===== src/rtl/divider.sv =====
// Multi-cycle restoring radix-2 divider for RV64M div/rem (64-bit and 32-bit word forms).
// Optional macro DIV_FASTPATH_EN: divide-by-zero and signed overflow finish one cycle after accept.
module divider #(
  parameter int XLEN = 64
) (
  input  logic            clk,
  input  logic            reset,
  input  logic            div_valid,
  input  logic            div_sign,
  input  logic            div_w,
  input  logic [XLEN-1:0] a,
  input  logic [XLEN-1:0] b,
  output logic            busy,
  output logic            done,
  output logic [XLEN-1:0] quot,
  output logic [XLEN-1:0] rem,
  output logic [1:0]      dbg_state
);

  localparam int HALF = XLEN / 2;

  // Handshake: div_valid is a level request held until done; dropping it while busy aborts.
  typedef enum logic [1:0] {
    S_IDLE = 2'd0,
    S_BUSY = 2'd1,
    S_DONE = 2'd2
  } state_t;

  state_t          r_state;
  logic [5:0]      r_cnt;
  logic            r_w;
  logic            r_neg_q;
  logic            r_neg_r;
  logic            r_dz;
  logic            r_ovf;
  logic [XLEN-1:0] r_op_a;
  logic [XLEN-1:0] r_div;
  logic [XLEN-1:0] r_quo;
  logic [XLEN-1:0] r_rem;
  logic            r_busy;
  logic            r_done;
  logic [XLEN-1:0] r_quot_o;
  logic [XLEN-1:0] r_rem_o;

  function automatic logic [XLEN-1:0] fix_w(input logic [XLEN-1:0] x, input logic w);
    fix_w = w ? {{HALF{x[HALF-1]}}, x[HALF-1:0]} : x;
  endfunction

  logic [XLEN-1:0] w_op_a;
  logic [XLEN-1:0] w_op_b;
  logic            w_neg_a;
  logic            w_neg_b;
  logic [XLEN-1:0] w_mag_a;
  logic [XLEN-1:0] w_mag_b;
  logic [XLEN-1:0] w_min;
  logic            w_dz;
  logic            w_ovf;

  // Word ops see only the low half, extended according to signedness.
  assign w_op_a  = div_w ? {{HALF{div_sign & a[HALF-1]}}, a[HALF-1:0]} : a;
  assign w_op_b  = div_w ? {{HALF{div_sign & b[HALF-1]}}, b[HALF-1:0]} : b;
  assign w_neg_a = div_sign & w_op_a[XLEN-1];
  assign w_neg_b = div_sign & w_op_b[XLEN-1];
  assign w_mag_a = w_neg_a ? (~w_op_a + 1'b1) : w_op_a;
  assign w_mag_b = w_neg_b ? (~w_op_b + 1'b1) : w_op_b;
  assign w_min   = div_w ? {{(HALF+1){1'b1}}, {(HALF-1){1'b0}}} : {1'b1, {(XLEN-1){1'b0}}};
  assign w_dz    = (w_op_b == '0);
  assign w_ovf   = div_sign & (w_op_b == '1) & (w_op_a == w_min);

  logic [XLEN:0]   w_shift;
  logic            w_ge;
  logic [XLEN-1:0] w_rem_nx;
  logic [XLEN-1:0] w_quo_nx;
  logic [XLEN-1:0] w_q_s;
  logic [XLEN-1:0] w_r_s;
  logic [XLEN-1:0] w_q_fin;
  logic [XLEN-1:0] w_r_fin;
  logic [5:0]      w_last;

  // The partial remainder stays below the divisor, so the trial subtraction fits in XLEN bits.
  assign w_shift  = {r_rem, r_quo[XLEN-1]};
  assign w_ge     = (w_shift >= {1'b0, r_div});
  assign w_rem_nx = w_shift[XLEN-1:0] - (w_ge ? r_div : '0);
  assign w_quo_nx = {r_quo[XLEN-2:0], w_ge};
  assign w_q_s    = r_neg_q ? (~w_quo_nx + 1'b1) : w_quo_nx;
  assign w_r_s    = r_neg_r ? (~w_rem_nx + 1'b1) : w_rem_nx;
  assign w_q_fin  = r_dz ? '1 : (r_ovf ? fix_w(r_op_a, r_w) : fix_w(w_q_s, r_w));
  assign w_r_fin  = r_dz ? fix_w(r_op_a, r_w) : (r_ovf ? '0 : fix_w(w_r_s, r_w));
  assign w_last   = r_w ? 6'd31 : 6'd63;

  always_ff @(posedge clk or negedge reset) begin
    if (!reset) begin
      r_state  <= S_IDLE;
      r_cnt    <= '0;
      r_w      <= 1'b0;
      r_neg_q  <= 1'b0;
      r_neg_r  <= 1'b0;
      r_dz     <= 1'b0;
      r_ovf    <= 1'b0;
      r_op_a   <= '0;
      r_div    <= '0;
      r_quo    <= '0;
      r_rem    <= '0;
      r_busy   <= 1'b0;
      r_done   <= 1'b0;
      r_quot_o <= '0;
      r_rem_o  <= '0;
    end else begin
      case (r_state)
        S_IDLE: begin
          r_done <= 1'b0;
          if (div_valid) begin
            r_cnt   <= '0;
            r_w     <= div_w;
            r_neg_q <= w_neg_a ^ w_neg_b;
            r_neg_r <= w_neg_a;
            r_dz    <= w_dz;
            r_ovf   <= w_ovf;
            r_op_a  <= w_op_a;
            r_div   <= w_mag_b;
            // Word ops pre-shift the dividend so 32 iterations consume exactly its low half.
            r_quo   <= div_w ? {w_mag_a[HALF-1:0], {HALF{1'b0}}} : w_mag_a;
            r_rem   <= '0;
`ifdef DIV_FASTPATH_EN
            if (w_dz || w_ovf) begin
              r_state  <= S_DONE;
              r_done   <= 1'b1;
              r_quot_o <= w_dz ? '1 : fix_w(w_op_a, div_w);
              r_rem_o  <= w_dz ? fix_w(w_op_a, div_w) : '0;
            end else begin
              r_state <= S_BUSY;
              r_busy  <= 1'b1;
            end
`else
            r_state <= S_BUSY;
            r_busy  <= 1'b1;
`endif
          end
        end
        S_BUSY: begin
          if (!div_valid) begin
            r_state <= S_IDLE;
            r_busy  <= 1'b0;
          end else begin
            r_quo <= w_quo_nx;
            r_rem <= w_rem_nx;
            r_cnt <= r_cnt + 6'd1;
            if (r_cnt == w_last) begin
              r_state  <= S_DONE;
              r_busy   <= 1'b0;
              r_done   <= 1'b1;
              r_quot_o <= w_q_fin;
              r_rem_o  <= w_r_fin;
            end
          end
        end
        S_DONE: begin
          r_state <= S_IDLE;
          r_done  <= 1'b0;
        end
        default: begin
          r_state <= S_IDLE;
          r_busy  <= 1'b0;
          r_done  <= 1'b0;
        end
      endcase
    end
  end

  assign busy      = r_busy;
  assign done      = r_done;
  assign quot      = r_quot_o;
  assign rem       = r_rem_o;
  assign dbg_state = r_state;

endmodule


===== config.mk =====
export PLATFORM = sky130hd
export DESIGN_NAME = divider
export DESIGN_NICKNAME = d
export VERILOG_FILES = /design/src/rtl/divider.sv
export SDC_FILE = /design/constraint.sdc
export NUM_CORES = 2
export LEC_CHECK = 0
export BUFFER_PORTS_ARGS = -buffer_cell sky130_fd_sc_hd__buf_2
export CORE_UTILIZATION = 45
export CTS_CLUSTER_DIAMETER = 200
export DETAILED_ROUTE_END_ITERATION = 8
export GPL_TIMING_DRIVEN = 0
export HOLD_SLACK_MARGIN = 0.05
export MAX_ROUTING_LAYER = met4
export PLACE_DENSITY_LB_ADDON = 0.1
export SKIP_LAST_GASP = 1
export SLEW_MARGIN = 10
export SYNTH_ARGS = -nofsm -noshare
export SYNTH_HDL_FRONTEND = slang
export SYNTH_SLANG_ARGS = --single-unit

===== constraint.sdc =====
create_clock -name clk -period 8.7 [get_ports clk]
set_clock_uncertainty 0.2 [all_clocks]
set_input_delay 0.87 -clock clk [delete_from_list [all_inputs] [get_ports clk]]
set_output_delay 0.87 -clock clk [all_outputs]
set_load 0.01 [all_outputs]

==> impl_metrics.toml <==
[outcome]
status = "complete, but fails checks"
violations = "capacitance limit"

[drt]
routedWlPerCell_um = 29.0
vias = 33099
ant_nets = 0
routed_wl_um = 148000
drc = 0
dr.pass1.iters = 6
first_iter_violations = 4283
via_per_inst = 6.51

[worst_setup_path]
critPathArrivalTime_ns = 8.59
crit_path_frequent_cell = "or4_1"
crit_family = "simple AND/OR/NAND/NOR gates"
path_buf_inv = 2
critPathRequiredTime_ns = 8.98
crit_chain = "inv_1, ha_1, nand4b_1, or4_1, nor2_1, o21ai_0, nand2_1, or2_4, buf_2, nand2_1, fa_1, a211oi_2, o21ai_1, a22o_1, o211a_1, a21oi_1, xnor2_1, a21oi_2, nand4b_2, or4_1, or4_1, a41oi_1, nor2_1"
setup.worst_path.class = "flop to flop"
critPathLaunchType = "flop"
cp_slowest_cell = "or4_1"
cp_max_fo = 15
cpPeakStageDelay_ns = 0.68
critPathCaptureType = "flop"

[timing]
tns_ns = 0
worstMarginPinSlew_ns = 1.48
finalCritPeriodShare_pct = 95.5
max_freq_mhz = 120
rsz0062_at_grt = "false"
hold-worst-slack_ns = 0.0789
setup_viol = 0
drv_slew = 0
slew_headroom_pct = 0.527
hold_viol_final = 0
period_needed_ns = 8.31

[power_and_ir_drop]
netSwitchingFraction_pct = 53.3
p_int_mw = 5.97
power.switching_mw = 6.83
p_leak_nw = 15.3
p_seq_share_pct = 18.8
ir_drop_mv = 0.297
clockPowerShare_pct = 17.4
power_frac_comb_pct = 63.7
p_per_area_nw_per_um2 = 369
power.total_mw = 12.8

[clock_network]
ctsHoldBuffers = 0
h-tree-depth = 2
cts_root_buffer = "clkbuf_16"
cts_tree = "done"
clk_pin_slew_ns = 0.06
cts_made_buffers = 48
clock_sinks = 399
insertion_delay_ns = 0.64
cts_max_path_buffers = 3

[yosys]
synth.area.top_cells = "dfrtp_1, nand2_1, o21ai_0"
yosys_warnings = 0
synth_edf_count = 0
ys.flop_type = "dfrtp_1"
netlist_instances = 3848
synth_cell_types = 105
synth_area_sq_um = 30300
netlist.top_cell.by_area = "dfrtp_1"
synth_seq_cells = 399
yosysSeqAreaShare_pct = 32.9
yosysTopAreaCellShare_pct = 32.9
syn_area_per_cell_sq_um = 7.88
synth_fp_nets = 4115
async_flop_share_pct = 100

[placed_design]
portBuffers = 261
gp_congestion = 1.08
hpwl_um = 118000
placed_cell_area_sq_um = 32800

[grt]
gr-total-overflow = 0
gr-usage-all-layers_pct = 43.7
grt_pass1_wl_um = 211000
grt_max_degree = 106
grt_pass1_vias = 30143
antenna_found_initial = 14

[die]
floorplan.initialDensity_pct = 45.8
die-area_sq_um = 68500
rows = 94
die_width_um = 262
core-area_sq_um = 66200
die_h_um = 262
boundaryPins = 265

[final_layout]
nFillCells = 6640
syn_to_final_growth_pct = 14.5
final_area_sq_um = 34700
utilization_pct = 52.5
multi_input_area_sq_um = 19000
nets = 4435
drive_above_1_share_pct = 11.1
ff_latch_area_sq_um = 9980

[hold_path]
hold_path_class = "input pin to async pin"

[run]
maxCapViolCount = 1
## power groups by stage
| stage | Combinational, mW | Sequential, mW | Clock (mW) |
|---|---|---|---|
| floorplan | 5.16 | 2.30 | 0 |
| global placement | 7.70 | 2.43 | 0 |
| detailed placement | 7.69 | 2.43 | 0 |
| CTS | 7.79 | 2.40 | 2.23 |
| global route | 8.67 | 2.43 | 2.30 |
| finish | 8.16 | 2.41 | 2.23 |
## layout by cell type (no fill, tap or decap), types with 48 or more instances in the layout
master,Yosys,final
ha_1,133,133
nand2_1,566,566
o31ai_1,52,52
nor2_1,402,402
dfrtp_1,399,399
a21oi_1,304,301
o21ai_0,343,341
xor2_1,116,114
buf_2,14,275
a211oi_1,53,53
clkbuf_16,0,48
a21o_1,84,84
nor3_1,75,73
nand4_1,63,63
xnor2_1,147,147
a221oi_1,59,59
clkbuf_1,200,206
inv_1,122,122
## what timing repair did
action	in CTS	in global routing
gates cloned	0	0
buffers inserted	3	4
pin swaps	2	1
setup endpoints to repair	54	33
gates resized for setup	10	16
## state kept, by name, indices dropped and copies added, names as in the netlist
name and flops:
r_neg_q 1, r_div 64, dbg_state 2, r_w 1, r_dz 1, rem 64, quot 64, done 1
r_neg_r 1, r_quo 64, r_cnt 6, r_rem 64, r_op_a 64, busy 1, r_ovf 1
## worst register-to-register path, cell delays in order (launching register included)
cell      delay (ns)
dfrtp_1         0.45
inv_1           0.07
ha_1            0.31
nand4b_1        0.19
or4_1           0.63
nor2_1          0.25
o21ai_0         0.14
nand2_1         0.37
or2_4           0.47
buf_2           0.35
nand2_1         0.15
fa_1            0.49
a211oi_2        0.30
o21ai_1         0.22
a22o_1          0.34
o211a_1         0.41
a21oi_1         0.41
xnor2_1         0.30
a21oi_2         0.28
nand4b_2        0.27
or4_1           0.68
or4_1           0.51
a41oi_1         0.30
nor2_1          0.09
## final timing paths
path / from / endpoint / slack, ns / depth (start not counted)
setup / recovery: r_div[62] / rem[55] / 0.39 / 23
hold / removal: reset / r_div[55] / 0.08 / 1
setup reg to reg: r_div[62] / rem[55] / 0.39 / 23
hold reg to reg: r_op_a[55] / r_op_a[55] / 0.29 / 2
max in group asynchronous: reset / r_op_a[16] / 6.70 / 3
min in group clk: r_op_a[55] / r_op_a[55] / 0.29 / 2
## kinds of logic after synthesis
| family | share of synthesized area, % |
|---|---|
| buffers and inverters | 4.94 |
| AND/OR/NAND/NOR | 21.2 |
| adder cells (fa/ha/maj) | 5.55 |
| XOR/XNOR | 7.67 |
| AO/OA/AOI/OAI | 26.9 |
| multiplexers | 0.870 |
| flip-flops | 32.9 |
## layout make-up
cell class / instances / area share (%)
antenna: 12 / 0.0864
multi-input combinational: 3080 / 54.6
sequential: 399 / 28.7
timing repair buffer: 272 / 4.20
buffer: 245 / 2.99
inverter: 122 / 1.32
clock inverter: 25 / 1.05
tap: 864 / 3.11
clock buffer: 65 / 3.87
## cell usage after synthesis (38+ instances only)
library cell,n
nand2_1,566
nor2_1,402
dfrtp_1,399
o21ai_0,343
a21oi_1,304
clkbuf_1,200
xnor2_1,147
ha_1,133
inv_1,122
xor2_1,116
a21o_1,84
nor3_1,75
nand4_1,63
a221oi_1,59
a211oi_1,53
o31ai_1,52
nand3_1,46
a31oi_1,45
or3_1,45
a22o_1,41
nor4_1,38
## per-stage QoR
step,setup WS [ns],instances
after global placement,-1.86,4973
final,0.395,5084
after detailed placement,-1.73,4977
after floorplan,2.03,3848
after CTS,0.0828,5069
after global routing,0.0207,5084
## metal layers
metal	up-vias	track usage, %	routed length, um
li1	14630	-	-
met2	2043	59.9	60100
met3	343	10.1	16000
met1	16083	60.5	63600
met5	-	-	0
met4	0	20.2	7900
(Power assumes the default switching activity.)
